**src/rtl/cp0_pkg.sv**
```systemverilog
// Shared CP0 definitions: register numbers, exception codes and field positions.
// Imported by the interrupt controller and the reusable timer.
package cp0_pkg;

    localparam logic [4:0] CP0_COUNT   = 5'd9;
    localparam logic [4:0] CP0_COMPARE = 5'd11;
    localparam logic [4:0] CP0_STATUS  = 5'd12;
    localparam logic [4:0] CP0_CAUSE   = 5'd13;
    localparam logic [4:0] CP0_EPC     = 5'd14;

    localparam logic [2:0] SEL_MAIN   = 3'd0;
    localparam logic [2:0] SEL_INTCTL = 3'd1;

    typedef enum logic [4:0] {
        EXC_INT = 5'd0,
        EXC_SYS = 5'd8,
        EXC_RI  = 5'd10,
        EXC_OV  = 5'd12,
        EXC_DZ  = 5'd15
    } exc_code_e;

    localparam int ST_IE    = 0;
    localparam int ST_EXL   = 1;
    localparam int ST_IM_LO = 8;
    localparam int ST_IM_HI = 15;

    localparam int CA_EXC_LO = 2;
    localparam int CA_EXC_HI = 6;
    localparam int CA_IP_LO  = 8;
    localparam int CA_IP_HI  = 15;
    localparam int CA_TI     = 30;

    localparam int IC_VS_LO   = 5;
    localparam int IC_VS_HI   = 9;
    localparam int IC_IPTI_LO = 29;
    localparam int IC_IPTI_HI = 31;

    localparam logic [2:0] IPTI_VALUE = 3'd7;
    localparam int         IP_TIMER   = 7;

    // Fixed priority among synchronous exceptions.
    function automatic exc_code_e sync_exc_code(input logic ri, input logic sys,
                                                input logic ov, input logic dz);
        if (ri)       return EXC_RI;
        else if (sys) return EXC_SYS;
        else if (ov)  return EXC_OV;
        else if (dz)  return EXC_DZ;
        else          return EXC_INT;
    endfunction

    function automatic logic [2:0] top_bit(input logic [7:0] v);
        logic [2:0] n;
        n = 3'd0;
        for (int i = 0; i < 8; i++) begin
            if (v[i]) n = 3'(i);
        end
        return n;
    endfunction

endpackage

```
**src/rtl/cp0_timer.sv**
```systemverilog
// Count/Compare timer with clock prescaler and sticky terminal-count flag (TI).
// MTC0 Count restarts the prescaler; MTC0 Compare clears TI and wins over a hit.
module cp0_timer #(
    parameter int COUNT_DIV = 2
) (
    input  logic        clk,
    input  logic        reset,
    input  logic        i_count_we,
    input  logic        i_compare_we,
    input  logic [31:0] i_wdata,
    output logic [31:0] o_count,
    output logic [31:0] o_compare,
    output logic        o_ti
);

    localparam int            PW      = (COUNT_DIV > 1) ? $clog2(COUNT_DIV) : 1;
    localparam logic [PW-1:0] PRE_MAX = PW'(COUNT_DIV - 1);

    logic [PW-1:0] r_presc;
    logic [31:0]   r_count;
    logic [31:0]   r_compare;
    logic          r_ti;

    logic          w_tick;
    logic          w_count_upd;
    logic [31:0]   w_count_next;
    logic          w_hit;

    always_comb begin
        w_tick       = (r_presc == PRE_MAX);
        w_count_upd  = i_count_we | w_tick;
        w_count_next = r_count;
        if (i_count_we)  w_count_next = i_wdata;
        else if (w_tick) w_count_next = r_count + 32'd1;
        // Hit only when Count takes a new value, so a stalled Count cannot re-arm TI.
        w_hit = w_count_upd & (w_count_next == r_compare);
    end

    always_ff @(posedge clk) begin
        if (reset) begin
            r_presc   <= '0;
            r_count   <= '0;
            r_compare <= '0;
            r_ti      <= 1'b0;
        end else begin
            if (i_count_we || w_tick) r_presc <= '0;
            else                      r_presc <= r_presc + PW'(1);
            r_count <= w_count_next;
            if (i_compare_we) begin
                r_compare <= i_wdata;
                r_ti      <= 1'b0;
            end else if (w_hit) begin
                r_ti <= 1'b1;
            end
        end
    end

    assign o_count   = r_count;
    assign o_compare = r_compare;
    assign o_ti      = r_ti;

endmodule

```
**src/rtl/cp0_vic.sv**
```systemverilog
// CP0 with synchronised external IRQs, EXL nesting and vectored interrupt dispatch.
// Reads are combinational; exc_take commits the currently selected exception.
module cp0_vic
    import cp0_pkg::*;
#(
    parameter int          NUM_EXT_IRQ = 5,
    parameter int          COUNT_DIV   = 2,
    parameter logic [31:0] EBASE       = 32'h8000_0000,
    parameter int          SYNC_STAGES = 2
) (
    input  logic                   clk,
    input  logic                   reset,
    input  logic [NUM_EXT_IRQ-1:0] ext_irq,
    input  logic                   cp0_we,
    input  logic [4:0]             cp0_waddr,
    input  logic [2:0]             cp0_wsel,
    input  logic [31:0]            cp0_wdata,
    input  logic [4:0]             cp0_raddr,
    input  logic [2:0]             cp0_rsel,
    output logic [31:0]            cp0_rdata,
    input  logic [31:0]            pc,
    input  logic                   syscall,
    input  logic                   ri,
    input  logic                   overflow,
    input  logic                   divzero,
    input  logic                   eret,
    input  logic                   exc_take,
    output logic                   exc_pending,
    output logic [31:0]            exc_vector,
    output logic [31:0]            epc_out
);

    logic                   r_ie;
    logic                   r_exl;
    logic [7:0]             r_im;
    logic [4:0]             r_vs;
    logic [1:0]             r_ip_sw;
    exc_code_e              r_exc_code;
    logic [31:0]            r_epc;
    logic [NUM_EXT_IRQ-1:0] r_sync [SYNC_STAGES];

    logic [31:0] w_count;
    logic [31:0] w_compare;
    logic        w_ti;
    logic        w_wr_count;
    logic        w_wr_compare;
    logic        w_wr_status;
    logic        w_wr_intctl;
    logic        w_wr_cause;
    logic        w_wr_epc;
    logic [7:0]  w_ip;
    logic [7:0]  w_ip_active;
    logic        w_int_req;
    logic        w_sync_exc;
    exc_code_e   w_code;
    logic        w_take;
    logic [2:0]  w_top;
    logic [31:0] w_vec_int;
    logic [31:0] w_status;
    logic [31:0] w_intctl;
    logic [31:0] w_cause;

    always_comb begin
        w_wr_count   = cp0_we && (cp0_waddr == CP0_COUNT)   && (cp0_wsel == SEL_MAIN);
        w_wr_compare = cp0_we && (cp0_waddr == CP0_COMPARE) && (cp0_wsel == SEL_MAIN);
        w_wr_status  = cp0_we && (cp0_waddr == CP0_STATUS)  && (cp0_wsel == SEL_MAIN);
        w_wr_intctl  = cp0_we && (cp0_waddr == CP0_STATUS)  && (cp0_wsel == SEL_INTCTL);
        w_wr_cause   = cp0_we && (cp0_waddr == CP0_CAUSE)   && (cp0_wsel == SEL_MAIN);
        w_wr_epc     = cp0_we && (cp0_waddr == CP0_EPC)     && (cp0_wsel == SEL_MAIN);
    end

    cp0_timer #(
        .COUNT_DIV (COUNT_DIV)
    ) u_timer (
        .clk          (clk),
        .reset        (reset),
        .i_count_we   (w_wr_count),
        .i_compare_we (w_wr_compare),
        .i_wdata      (cp0_wdata),
        .o_count      (w_count),
        .o_compare    (w_compare),
        .o_ti         (w_ti)
    );

    always_ff @(posedge clk) begin
        if (reset) begin
            for (int s = 0; s < SYNC_STAGES; s++) r_sync[s] <= '0;
        end else begin
            r_sync[0] <= ext_irq;
            for (int s = 1; s < SYNC_STAGES; s++) r_sync[s] <= r_sync[s-1];
        end
    end

    always_comb begin
        w_ip      = '0;
        w_ip[1:0] = r_ip_sw;
        for (int k = 0; k < NUM_EXT_IRQ; k++) w_ip[2 + k] = r_sync[SYNC_STAGES-1][k];
        w_ip[IP_TIMER] = w_ti;
    end

    always_comb begin
        w_ip_active = w_ip & r_im;
        w_int_req   = r_ie & ~r_exl & (|w_ip_active);
        w_sync_exc  = ri | syscall | overflow | divzero;
        w_code      = sync_exc_code(ri, syscall, overflow, divzero);
        w_take      = exc_take & exc_pending;
        w_top       = top_bit(w_ip_active);
        w_vec_int   = EBASE + 32'h200 + ((32'(w_top) * 32'(r_vs)) << 5);
        exc_pending = w_sync_exc | w_int_req;
        // Only a taken-able interrupt with vectoring enabled leaves the general vector.
        if (!w_sync_exc && w_int_req && (r_vs != 5'd0)) exc_vector = w_vec_int;
        else                                            exc_vector = EBASE + 32'h180;
    end

    // Later assignments win: MTC0 < eret < exc_take.
    always_ff @(posedge clk) begin
        if (reset) begin
            r_ie       <= 1'b0;
            r_exl      <= 1'b0;
            r_im       <= '0;
            r_vs       <= '0;
            r_ip_sw    <= '0;
            r_exc_code <= EXC_INT;
            r_epc      <= '0;
        end else begin
            if (w_wr_status) begin
                r_ie  <= cp0_wdata[ST_IE];
                r_exl <= cp0_wdata[ST_EXL];
                r_im  <= cp0_wdata[ST_IM_HI:ST_IM_LO];
            end
            if (w_wr_intctl) r_vs    <= cp0_wdata[IC_VS_HI:IC_VS_LO];
            if (w_wr_cause)  r_ip_sw <= cp0_wdata[CA_IP_LO+1:CA_IP_LO];
            if (w_wr_epc)    r_epc   <= cp0_wdata;
            if (eret)        r_exl   <= 1'b0;
            if (w_take) begin
                r_epc      <= pc;
                r_exl      <= 1'b1;
                r_exc_code <= w_code;
            end
        end
    end

    always_comb begin
        w_status                    = '0;
        w_status[ST_IE]             = r_ie;
        w_status[ST_EXL]            = r_exl;
        w_status[ST_IM_HI:ST_IM_LO] = r_im;

        w_intctl                        = '0;
        w_intctl[IC_VS_HI:IC_VS_LO]     = r_vs;
        w_intctl[IC_IPTI_HI:IC_IPTI_LO] = IPTI_VALUE;

        w_cause                       = '0;
        w_cause[CA_EXC_HI:CA_EXC_LO]  = r_exc_code;
        w_cause[CA_IP_HI:CA_IP_LO]    = w_ip;
        w_cause[CA_TI]                = w_ti;
    end

    always_comb begin
        cp0_rdata = '0;
        if (cp0_rsel == SEL_MAIN) begin
            case (cp0_raddr)
                CP0_COUNT:   cp0_rdata = w_count;
                CP0_COMPARE: cp0_rdata = w_compare;
                CP0_STATUS:  cp0_rdata = w_status;
                CP0_CAUSE:   cp0_rdata = w_cause;
                CP0_EPC:     cp0_rdata = r_epc;
                default:     cp0_rdata = '0;
            endcase
        end else if ((cp0_rsel == SEL_INTCTL) && (cp0_raddr == CP0_STATUS)) begin
            cp0_rdata = w_intctl;
        end
    end

    assign epc_out = r_epc;

endmodule
```
**config.mk**
```make
export PLATFORM = sky130hd
export DESIGN_NAME = cp0_vic
export DESIGN_NICKNAME = d
export VERILOG_FILES = /design/src/rtl/cp0_pkg.sv /design/src/rtl/cp0_timer.sv /design/src/rtl/cp0_vic.sv
export SDC_FILE = /design/constraint.sdc
export NUM_CORES = 1
export LEC_CHECK = 0
export CAP_MARGIN = 10
export CORE_MARGIN = 2
export CORE_UTILIZATION = 30
export CTS_CLUSTER_DIAMETER = 100
export DETAILED_ROUTE_END_ITERATION = 6
export GPL_ROUTABILITY_DRIVEN = 1
export GPL_TIMING_DRIVEN = 0
export PLACE_DENSITY = 0.54
export SLEW_MARGIN = 20
export SYNTH_ARGS = -nofsm -noshare
export SYNTH_HDL_FRONTEND = slang
export SYNTH_SLANG_ARGS = --single-unit
```
**constraint.sdc**
```tcl
create_clock -name clk -period 10.9 [get_ports clk]
set_input_delay 2.18 -clock clk [delete_from_list [all_inputs] [get_ports clk]]
set_output_delay 2.18 -clock clk [all_outputs]
set_load 0.05 [all_outputs]
```
# [After elaboration in Yosys (flattened, before gate mapping)]
# Memories as Yosys holds them, arrays and structs flattened.
# Cells that the tools add are included.
[op_classes] addsub=3 mul=1 n_div=0 order_cmp=0 eq_ne=13 shift=0 n_mux=27 bitwise=13 n_reduce_logical=24
[ops] cell="$mux 32" count=7
[ops] cell="$pmux 32 s5" count=1
[ops] cell="$eq 5x4->1 const B" count=10
[ops] cell="$add 32x1->32 const B" count=1
[ops] cell="$add 32x13->32 const A" count=1
[ops] cell="$eq 32x32->1" count=1
[ops] cell="$mux 3" count=6
[ops] cell="$mux 4" count=4
[ops] cell="$logic_and 1x1->1" count=14
[ops] cell="$mux 5" count=2
[ops] cell="$and 8x8->8" count=1
[ops] cell="$mul 3x5->8" count=1
[ops] cell="$reduce_or 8->1" count=1
[ops] cell="$mux 1" count=7
[ops] cell="$or 1x1->1" count=7
[ops] cell="$eq 3x1->1 const B" count=2
[ops] cell="$logic_not 3->1" count=2
[ops] cell="$reduce_bool 5->1" count=1
[ops] cell="$and 1x1->1" count=4
[ops] cell="$reduce_or 2->1" count=2
[ops] cell="$reduce_bool 3->1" count=1
[ops] cell="$reduce_bool 2->1" count=1
[ops] cell="$add 1x1->1 const B" count=1
[ops] cell="$logic_not 1->1" count=1
[ops] cell="2 further kinds" count=2
[totals] reg_bits=120 latchBits=0 ram_bits=10 rom_bits=0 input_bits=94 out_inout_bits=97 wordCells=93 n_memories=1
[mem_list] memory="r_sync" words=2 width=5 read_ports=2 rd_clocked_by_memory_dff=0 write_ports=2 line="cp0_vic.sv:40" rtl="logic [NUM_EXT_IRQ-1:0] r_sync [SYNC_STAGES];"

# [Logic depth before layout (Yosys ltp)]
# Gate-level depths: netlist of the first run.
# An unclocked memory read counts as a cell.
[depth] depth_word=12 ltp_mapped=17 ltp_nobuf=17

# [Cells and area by module]
# From an unflattened synthesis of the first run, not the netlist that was laid out.
[unflattened] cells_unflattened=1017 hier_area_um2=8484.4
[modules_own_cells] mod="cp0_timer" instances=1 cells_each=539 area_each_um2=4287.9 seq_area_each_um2=1321.3
[modules_own_cells] mod="cp0_vic" instances=1 cells_each=478 area_each_um2=4196.5 seq_area_each_um2=1261.2

# [Worst setup path before layout of the first run]
# OpenSTA, ideal clock, no wires.
[synth_timing] path_type="input port to output port" start="input cp0_raddr[2]" end="output cp0_rdata[0]" arrival_ns=4.482 required_ns=8.720 path_slack_ns=4.238 path_stages=6 path_buffers=2 cell_sequence="clkbuf_1 -> nand2_1 -> nor2_1 -> clkbuf_1 -> a22oi_1 -> a211oi_1"
[synth_via] elab_chain_len=3 elab_cells_between_ends=7 classes_between="eq/ne (5); mux (2)"
[synth_rtl] item="start, declared" line="cp0_vic.sv:18" rtl="input logic [4:0] cp0_raddr,"
[synth_rtl] item="$eq 5x4->1" line="cp0_vic.sv:162" rtl="case (cp0_raddr)"
[synth_rtl] item="$pmux 32 s5 *" line="cp0_vic.sv:162"
[synth_rtl] item="$mux 32 *" line="cp0_vic.sv:161" rtl="if (cp0_rsel == SEL_MAIN) begin"
[synth_rtl] item="end, declared" line="cp0_vic.sv:20" rtl="output logic [31:0] cp0_rdata,"
# Every way passes the cells marked *; elsewhere a longest branch is shown, timed or not.

# [Final worst setup path of the first run]
[layout_timing] start="input cp0_raddr[1]" end="output cp0_rdata[29]"
[layout_via] elab_chain_len=4 elab_cells_between_ends=9 classes_between="eq/ne (5); mux (3); reduce/logical (1)"
[layout_rtl] item="branches (longest 3 deep; another with $pmux 32 s5)"
[layout_rtl] item="$mux 32 *" line="cp0_vic.sv:161"
# Mark *: on every way between the ends.

==> results list, run 1 <==
* Initial antenna violation count: 0
- Routability-driven placement finished with a final weighted congestion of around 0.95.
- The post-route netlist has around 7.5% of its cells at a drive strength greater than 1.
- Area growth from synthesis to layout: 35.1%
- After clock tree synthesis, the flow added hold-fix buffers numbering 0.
* Maximum clock frequency: between 100 and 150 MHz
- Type of the worst setup path: primary input to output port
* Data arrival time of the critical path: approximately 5.9 ns
- In this run the count of I/O pins placed on the die edge is approximately 190.
- Vias per Instance: roughly 5.3
- Yosys synthesis warning count: 0
- Once detail routing completed, the nets flagged for antenna violations numbered 0.
- Critical register-to-register path startpoint: r_sync[0][7]$_SDFF_PP0_
- After synthesis, the cell types taking the most area are sky130_fd_sc_hd__dfxtp_1 32%, sky130_fd_sc_hd__mux2i_1 8.5%, sky130_fd_sc_hd__nor2_1 5.9%.
* Number of hold violations in the final report: 0
* Floorplan die area: between 20000 and 30000 µm²
- Ratio of total power to cell area: approximately 120 nW/µm²
* Clock slew at reported path FFs: about 0.060 ns
* CP Max Fanout: 10
- Wires add up to about 31 mm.
* Result of the run: complete, but fails checks
* Final core occ: about two fifths
* Cell variety after synth: slightly below 80
- The cell count after synthesis came out at about 970.
- Root Buffer Master: sky130_fd_sc_hd__clkbuf_16
- Worst path required time: a little under 9 ns
- The synthesized netlist devotes under 10% of its cell area to adder and majority cells.
- Net count, final: between 1000 and 1500
* Launch point of the worst hold path: r_sync[0][3]$_SDFF_PP0_
- Ys async rst share: 0%
- Total global routing track utilization: between 20% and 30%
- Multiplexer share of the synthesized area: 9.19%
- The number of max-slew violations in the final report came to 0.
- # placed instances: around 1500
- Setup repair after global routing left no endpoint under its margin.
* Number of enable-type register cells in the synthesized netlist: 0
- The worst setup path is captured at an output port.
- Across the VDD grid, the largest voltage drop is roughly 0.073 mV.
- Clock tree from TritonCTS: done
- Drt initial violations: approximately 630
* Endpoint of the worst hold-timing path: r_sync[0][8]$_SDFF_PP0_
* Clk sink count: between 100 and 150
- Among all flip-flop cells after synthesis, the most frequent one is sky130_fd_sc_hd__dfxtp_1.
- The tightest min-delay check is of the flip-flop to flip-flop type.
- Register-to-Register Path Depth: 8
- After Yosys synthesis, and, or, nand and nor cells account for around 22% of the synthesized area.
* Number of buffers added for setup after CTS: 0
* Pwr Total: ~1.3 mW
- The synthesized netlist devotes between 8 and 9% of its cell area to XOR and XNOR gates.
* Startpoint types: primary input
- Finish-stage setup viols: 0
- Row Count: 59
- The smallest clock period supported by the final layout is computed as around 8.1 ns.
- Proportion of synthesized chip area in sequential cells: ~32%
- Setup TNS Final: 0 ns
* Share of the cycle needed by the critical path after routing: about three quarters
* Share of the synthesized area in compound gates (AO/OA/AOI/OAI): around a fifth
- After synthesis, the largest area contributor takes up approximately 32% of total cell area.
* Number of clock buffers inserted by TritonCTS: 17
- Failing checks: design-rule violations
- Vias after detailed routing: 8030
- The number of global-route vias before repair was 7882.
- Worst Clk Skew: between 0.01 and 0.015 ns
- WL per Instance: between 20 and 25 µm
- Dominant combinational cell family by area after synthesis: simple AND/OR/NAND/NOR gates
- Worst-case clock buffer depth: 2
* Max_slew headroom: ~40%
* Cell depth of the worst hold path: 1
- The worst register-to-register path ends at epc_out[9]$_SDFFE_PP0P_.
* Wire length of the first global-routing pass: 47.4 mm
- Entering global routing, the biggest net connects 17 pins.
* Die Height: around 170 µm
- Clk_lat worst skew: approximately 0.43 ns
- The initial utilization of the core area, before any placement, comes to between 30% and 40%.
* Top cell type by total area after synthesis: sky130_fd_sc_hd__dfxtp_1
- Number of I/O port buffers: 166
- Maximum Capacitance Violations: 0
* Worst-margin pin slew: approximately 0.91 ns
- The pre-antenna-repair detailed-routing pass consisted of 7 iterations.
- Reg2reg setup slack: 7.30 ns
- After synthesis the netlist holds a flip-flop and latch count of around 130.
- GRT overflow: 0
* Chip Width: between 150 and 200 µm
* Average size of a mapped cell: a little over 8 µm²
* # resized after CTS: 0
- The wire-length estimate of the detail-placed layout is about 24 mm.
- After detailed routing, the number of remaining DRC violations is 20.
* Cell leakage power: 4.20 nW
- The clock tree synthesis step divided the H-tree into 4 levels.
- The number of antenna diodes in the final layout is 0.
- Filler-free cell count of the finished design: 1526
- Post-synthesis instance area: roughly 8000 µm²
- Placeable core region: roughly 26000 µm²
## critical path, cell delays in order
cell and delay [ns]:
sky130_fd_sc_hd__clkdlybuf4s50_1 0.58, sky130_fd_sc_hd__clkbuf_1 0.54, sky130_fd_sc_hd__clkbuf_1 0.70, sky130_fd_sc_hd__buf_1 0.60
sky130_fd_sc_hd__a22oi_1 0.14, sky130_fd_sc_hd__o21ai_0 0.32, sky130_fd_sc_hd__clkdlybuf4s50_1 0.87
## state kept, by name (all words and copies together) (netlist names)
register           flops
u_timer.o_ti           1
u_timer.o_compare     32
r_sync                10
epc_out               32
r_exl                  1
r_vs                   5
r_ip_sw                2
r_ie                   1
r_im                   8
u_timer.o_count       32
r_exc_code             4
u_timer.r_presc        1
## power breakdown
part | internal [mW] | leakage (nW) | total [mW] | switching [mW]
logic | 0.0729 | 2.83 | 0.188 | 0.116
registers | 0.485 | 1.05 | 0.497 | 0.0123
clock network | 0.409 | 0.319 | 0.649 | 0.240
## worst max-delay path by stage
stage / start / end
after CTS: cp0_raddr[1] / cp0_rdata[29]
after global placement: cp0_raddr[3] / cp0_rdata[30]
after floorplan: cp0_raddr[2] / cp0_rdata[0]
after detailed placement: cp0_raddr[1] / cp0_rdata[29]
after global routing: cp0_raddr[1] / cp0_rdata[29]
final: cp0_raddr[1] / cp0_rdata[29]
## per-layer routing
layer  track usage, %  wire length [µm]  up-vias  share of wire (%)
li1                 -                 -     3855                  -
met1             29.8             14100     3821                 45
met2             36.1             14400      315                 46
met3             3.90              2200       39                7.0
met4             7.75               690        0                2.2
met5                0                 0        -                  0
## logic make-up after synthesis
family          count (synthesis)
compound gates                215
xor+xnor                       76
fa+ha+maj                      13
buf+inv                       103
flops                         129
mux                            73
other cells                     2
simple gates                  361
## area by class of cell
| cell class | count | area (µm²) |
|---|---|---|
| Clock inverter | 15 | 229 |
| Fill cell | 2671 | 15300 |
| Tap cell | 335 | 419 |
| Timing Repair Buffer | 166 | 1660 |
| Multi-Input combinational cell | 761 | 5020 |
| Sequential cell | 129 | 2580 |
| Buffer | 92 | 454 |
| Inverter | 11 | 41.3 |
| Clock buffer | 17 | 425 |
## cell usage in the layout (no fill, tap or decap), types with 23 or more instances in the layout
cell | Yosys | layout
sky130_fd_sc_hd__a211oi_1 | 54 | 54
sky130_fd_sc_hd__a21oi_1 | 52 | 52
sky130_fd_sc_hd__a22oi_1 | 24 | 24
sky130_fd_sc_hd__buf_4 | 25 | 25
sky130_fd_sc_hd__clkbuf_1 | 56 | 56
sky130_fd_sc_hd__clkdlybuf4s50_1 | 0 | 166
sky130_fd_sc_hd__conb_1 | 2 | 23
sky130_fd_sc_hd__dfxtp_1 | 129 | 129
sky130_fd_sc_hd__mux2i_1 | 68 | 68
sky130_fd_sc_hd__nand2_1 | 114 | 114
sky130_fd_sc_hd__nor2_1 | 125 | 125
sky130_fd_sc_hd__xnor2_1 | 37 | 37
sky130_fd_sc_hd__xor2_1 | 35 | 35
## synth_stat cells (3+ instances only)
master                     count
sky130_fd_sc_hd__a21o_1        3
sky130_fd_sc_hd__nor3b_1       5
sky130_fd_sc_hd__nor4_1       10
sky130_fd_sc_hd__or2_2         3
sky130_fd_sc_hd__o21ai_0      14
sky130_fd_sc_hd__a311oi_1      4
sky130_fd_sc_hd__nand4_1      15
sky130_fd_sc_hd__a211o_1       3
sky130_fd_sc_hd__dfxtp_1     129
sky130_fd_sc_hd__nor2_1      125
sky130_fd_sc_hd__and3_1        5
sky130_fd_sc_hd__nor3_1       13
sky130_fd_sc_hd__mux2_2        5
sky130_fd_sc_hd__nand3_1      15
sky130_fd_sc_hd__nor4_2        4
sky130_fd_sc_hd__buf_4        25
sky130_fd_sc_hd__and4_1        3
sky130_fd_sc_hd__a31oi_1       3
sky130_fd_sc_hd__a211oi_1     54
sky130_fd_sc_hd__nand2_1     114
sky130_fd_sc_hd__a22o_1       22
sky130_fd_sc_hd__a22oi_1      24
sky130_fd_sc_hd__inv_1        11
sky130_fd_sc_hd__a222oi_1      4
sky130_fd_sc_hd__nand2b_1      3
sky130_fd_sc_hd__nor2b_1      16
sky130_fd_sc_hd__clkbuf_1     56
sky130_fd_sc_hd__a221oi_1      7
sky130_fd_sc_hd__mux2i_1      68
sky130_fd_sc_hd__buf_2         5
sky130_fd_sc_hd__buf_1         4
sky130_fd_sc_hd__or3_1         3
sky130_fd_sc_hd__xnor3_1       4
sky130_fd_sc_hd__xor2_1       35
sky130_fd_sc_hd__ha_1          9
sky130_fd_sc_hd__a21oi_1      52
sky130_fd_sc_hd__fa_1          4
sky130_fd_sc_hd__xnor2_1      37
sky130_fd_sc_hd__and2_1       12
## metrics by stage
| stage | worst slack (ns) | cell area [µm²] | hold WS, ns |
|---|---|---|---|
| 4_1_cts | 2.81 | 10800 | 0.436 |
| 3_5_place_dp | 2.81 | 10200 | 0.424 |
| 6_report | 2.78 | 10800 | 0.433 |
| 5_1_grt | 2.61 | 10800 | 0.461 |
| 3_3_place_gp | 2.83 | 10200 | 0.424 |
| 2_1_floorplan | 4.24 | 8100 | 0.414 |
Power figures use the tool's default switching activity.
==> run 2, diff against run 1 <==
--- a/config.mk
+++ b/config.mk
@@ -12,7 +12,7 @@
 export DETAILED_ROUTE_END_ITERATION = 6
 export GPL_ROUTABILITY_DRIVEN = 1
 export GPL_TIMING_DRIVEN = 0
-export PLACE_DENSITY = 0.54
+export PLACE_DENSITY = 0.56
 export SLEW_MARGIN = 20
 export SYNTH_ARGS = -nofsm -noshare
 export SYNTH_HDL_FRONTEND = slang
==> constraint.sdc (replaced) <==
create_clock -name clk -period 7.09 [get_ports clk]
set_input_delay 1.418 -clock clk [delete_from_list [all_inputs] [get_ports clk]]
set_output_delay 1.418 -clock clk [all_outputs]
set_load 0.05 [all_outputs]
==> run 2 against run 1 <==
Against the previous run:
- the run still ends with design-rule violations left
- non-clock buffer count is the same
- clock power is 44% higher
- global-route usage down 0.24 points
- critical endpoint unchanged
- largest cell class unchanged
- largest power group unchanged
==> results list, run 2 (same netlist as run 1, synthesis figures left out) <==
- The initial cell density of the core was 30.7% (unchanged).
- Placeable core region: 26100 µm² (unchanged)
* Ratio of total power to cell area: 184 nW/µm² (+50%)
* Final non-filler cell area: 10800 µm² (-0.32%)
* 1st-pass router iterations: 7 (unchanged)
- CP Max Fanout: 10 (unchanged)
- Net count, final: 1285 (unchanged)
* Worst-margin pin slew: 1.12 ns (+0.208 ns)
* Antenna violation net count after detailed routing: 0 (unchanged)
* H-tree depth: 4 (unchanged)
* I/O Pins: 191 (unchanged)
* Setup repair after global routing missed its margin: no
- The post-detailed-route DRC marker count is 36 (+80%).
* Switch Pwr: 0.542 mW (+47%)
- Worst path required time: 5.67 ns (-3.05 ns)
- The placed wire-length estimate came to 23.9 mm (-1.3%).
- The number of setup buffers added after CTS was 0 (unchanged).
- The clock transition at the registers of the reported paths is 0.06 ns (about the same).
* Total global routing track utilization: 22.0% (-0.24 points)
- The count of hold-fix buffers inserted at cts is 0 (unchanged).
- Vias after detailed routing: 8065 (+0.44%)
- Floorplan die area: 28100 µm² (unchanged)
- The design internal power was 1.45 mW (+50%).
* Area growth from synthesis to layout: 34.6%
* Area of placed instances: 10200 µm² (unchanged)
- TritonCTS built the clock tree.
- The number of buffers added on ports was 166 (unchanged).
- The flow ran to the end, but the final reports show violations.
- Most common library cell in the layout ignoring fill and taps: sky130_fd_sc_hd__clkdlybuf4s50_1
- The routed via count divided by cell count came to 5.28 (+0.37%).
- Worst-case clock buffer depth: 2 (unchanged)
- The tree is rooted in a sky130_fd_sc_hd__clkbuf_16.
* Drt initial violations: 622 (-0.80%)
- Number of global-route vias before repair: 7705 (-2.2%)
- The worst slew slack as a fraction of its limit is 25.2% (-14 points).
- The worst setup path is launched from a primary input.
* Number of pins with negative max-slew slack in the final report: 0 (unchanged)
- Switching part of the total: 27.3% (-0.30 points)
- Most frequent cells in the layout: 166 x sky130_fd_sc_hd__clkdlybuf4s50_1, 129 x sky130_fd_sc_hd__dfxtp_1, 125 x sky130_fd_sc_hd__nor2_1, 114 x sky130_fd_sc_hd__nand2_1, 68 x sky130_fd_sc_hd__mux2i_1
- STA classifies the critical path endpoint as an output port.
- Chip Width: 168 µm (unchanged)
* Period minus WS final: approximately 6.6 ns
- WL per Instance: 20.3 µm (-0.90%)
* Maximum Capacitance Violations: 0 (unchanged)
- Proportion of power drawn by flip-flops and latches: 38.5% (+1.2 points)
- Launch point of the worst hold path: r_sync[0][3]$_SDFF_PP0_
* Wire length of the first global-routing pass: 46.7 mm (-1.4%)
- The routed wire length is 31.1 mm (-0.84%).
- The total of endpoints with negative setup slack in the final report was 0 (unchanged).
- # resized after CTS: 0 (unchanged)
- The total number of clock tree sinks was 129 (unchanged).
- Data arrival time of the critical path: 5.17 ns (-0.77 ns)
- The tightest min-delay check is of the flip-flop to flip-flop type.
- Clk_lat worst skew: 0.44 ns (about the same)
* Row Count: 59 (unchanged)
- Failing checks: design-rule violations
- The sum of negative setup slack was 0 ns (unchanged).
- Largest net degree at the start of global routing: 17 (unchanged)
- Cell leakage power: 4.18 nW (-0.46%)
- The final global-route overflow total was 0 (unchanged).
- The floorplan die height is 168 µm (unchanged).
- The startpoint identified for the worst register-to-register timing path is r_im[4]$_SDFFE_PP0P_.
- Maximum vdd ir drop: 0.120 mV (+64%)
- The number of antenna violations at the first check in global routing is 1 (+1).
* Number of hold violations in the final report: 0 (unchanged)
- Clock Power Share: 47.0% (-1.6 points)
- Type of the worst setup path: primary input to output port
* Share of final-layout standard cells stronger than drive strength 1: 7.30% (-0.17 points)
- Worst setup startpoint: cp0_raddr[1]
- The largest clock skew in the final design is 0.0117 ns (+0.000108 ns).
* Placer's final routability congestion estimate: 0.937 (-0.93%)
* Maximum clock frequency: 152 MHz
- Proportion of power drawn by combinational gates: 14.5% (+0.4 points)
- The TritonCTS buffer count was 17 (unchanged).
- Share of the cycle needed by the critical path after routing: approximately 93%
## run 2: routing by layer
layer | wire (µm) | up-vias | share of wire (%) | GRT usage [%]
li1 | - | 3853 | - | -
met4 | 680 | 0 | 2.2 | 6.58
met1 | 14100 | 3848 | 45 | 29.7
met2 | 14200 | 319 | 46 | 35.4
met3 | 2140 | 45 | 6.9 | 4.51
met5 | 0 | - | 0 | 0
## run 2: path summary, 6_finish.rpt
path                               to  slack, ns  depth (start not counted)
max                     cp0_rdata[29]       0.50                          7
min reg2reg   r_sync[0][8]$_SDFF_PP0_       0.43                          1
min           r_sync[0][8]$_SDFF_PP0_       0.43                          1
max reg2reg  epc_out[12]$_SDFFE_PP0P_       3.47                          8
## run 2: power groups by stage
stage / registers [mW] / clock network (mW) / logic (mW)
floorplan: 0.822 / 0 / 0.112
global placement: 0.781 / 0 / 0.286
detailed placement: 0.781 / 0 / 0.287
CTS: 0.765 / 0.938 / 0.289
global route: 0.767 / 0.971 / 0.305
finish: 0.765 / 0.935 / 0.289
## run 2: critical path, cell delays in order
cell                              delay [ns]
sky130_fd_sc_hd__clkdlybuf4s50_1        0.57
sky130_fd_sc_hd__clkbuf_1               0.51
sky130_fd_sc_hd__clkbuf_1               0.68
sky130_fd_sc_hd__buf_1                  0.58
sky130_fd_sc_hd__a22oi_1                0.13
sky130_fd_sc_hd__o21ai_0                0.39
sky130_fd_sc_hd__clkdlybuf4s50_1        0.89
## run 2: cell type report
class / instances / area [µm²]
Fill cell: 2707 / 15300
Multi-Input combinational cell: 761 / 5020
Sequential cell: 129 / 2580
Timing Repair Buffer: 166 / 1660
Clock buffer: 23 / 488
Buffer: 92 / 454
Tap cell: 335 / 419
Clock inverter: 9 / 129
Inverter: 11 / 41.3
Antenna cell: 1 / 2.50
## run 2: metrics by stage
step           total power [mW]  hold WS [ns]  std cells  util [%]  setup slack [ns]
6_report                   1.99         0.432       1527      41.3             0.497
5_1_grt                    2.04         0.453       1526      41.3             0.418
4_1_cts                    1.99         0.438       1526      41.3             0.527
3_5_place_dp               1.07         0.428       1494      39.0             0.560
3_3_place_gp               1.07         0.426       1494      39.0             0.546
2_1_floorplan             0.933         0.414        993         -              1.95
==> run 3, diff against run 2 <==
--- a/config.mk
+++ b/config.mk
@@ -12,7 +12,8 @@
 export DETAILED_ROUTE_END_ITERATION = 6
 export GPL_ROUTABILITY_DRIVEN = 1
 export GPL_TIMING_DRIVEN = 0
-export PLACE_DENSITY = 0.56
+export PLACE_DENSITY = 0.54
+export SKIP_CTS_REPAIR_TIMING = 1
 export SLEW_MARGIN = 20
 export SYNTH_ARGS = -nofsm -noshare
 export SYNTH_HDL_FRONTEND = slang
==> constraint.sdc (replaced) <==
create_clock -name clk -period 7.9 [get_ports clk]
set_input_delay 1.58 -clock clk [delete_from_list [all_inputs] [get_ports clk]]
set_output_delay 1.58 -clock clk [all_outputs]
set_load 0.05 [all_outputs]
==> results of run 3 <==
Same layout as run 1 (identical final DEF). Status: complete, but fails checks: design-rule violations.
Main changes from that run: setup slack after placement 2.81 ns -> 1.01 ns; setup slack after layout 2.78 ns -> 0.980 ns; register-to-register setup slack 7.30 ns -> 4.30 ns; total power 1.33 mW -> 1.84 mW; worst IR drop on VDD 0.0729 mV -> 0.101 mV
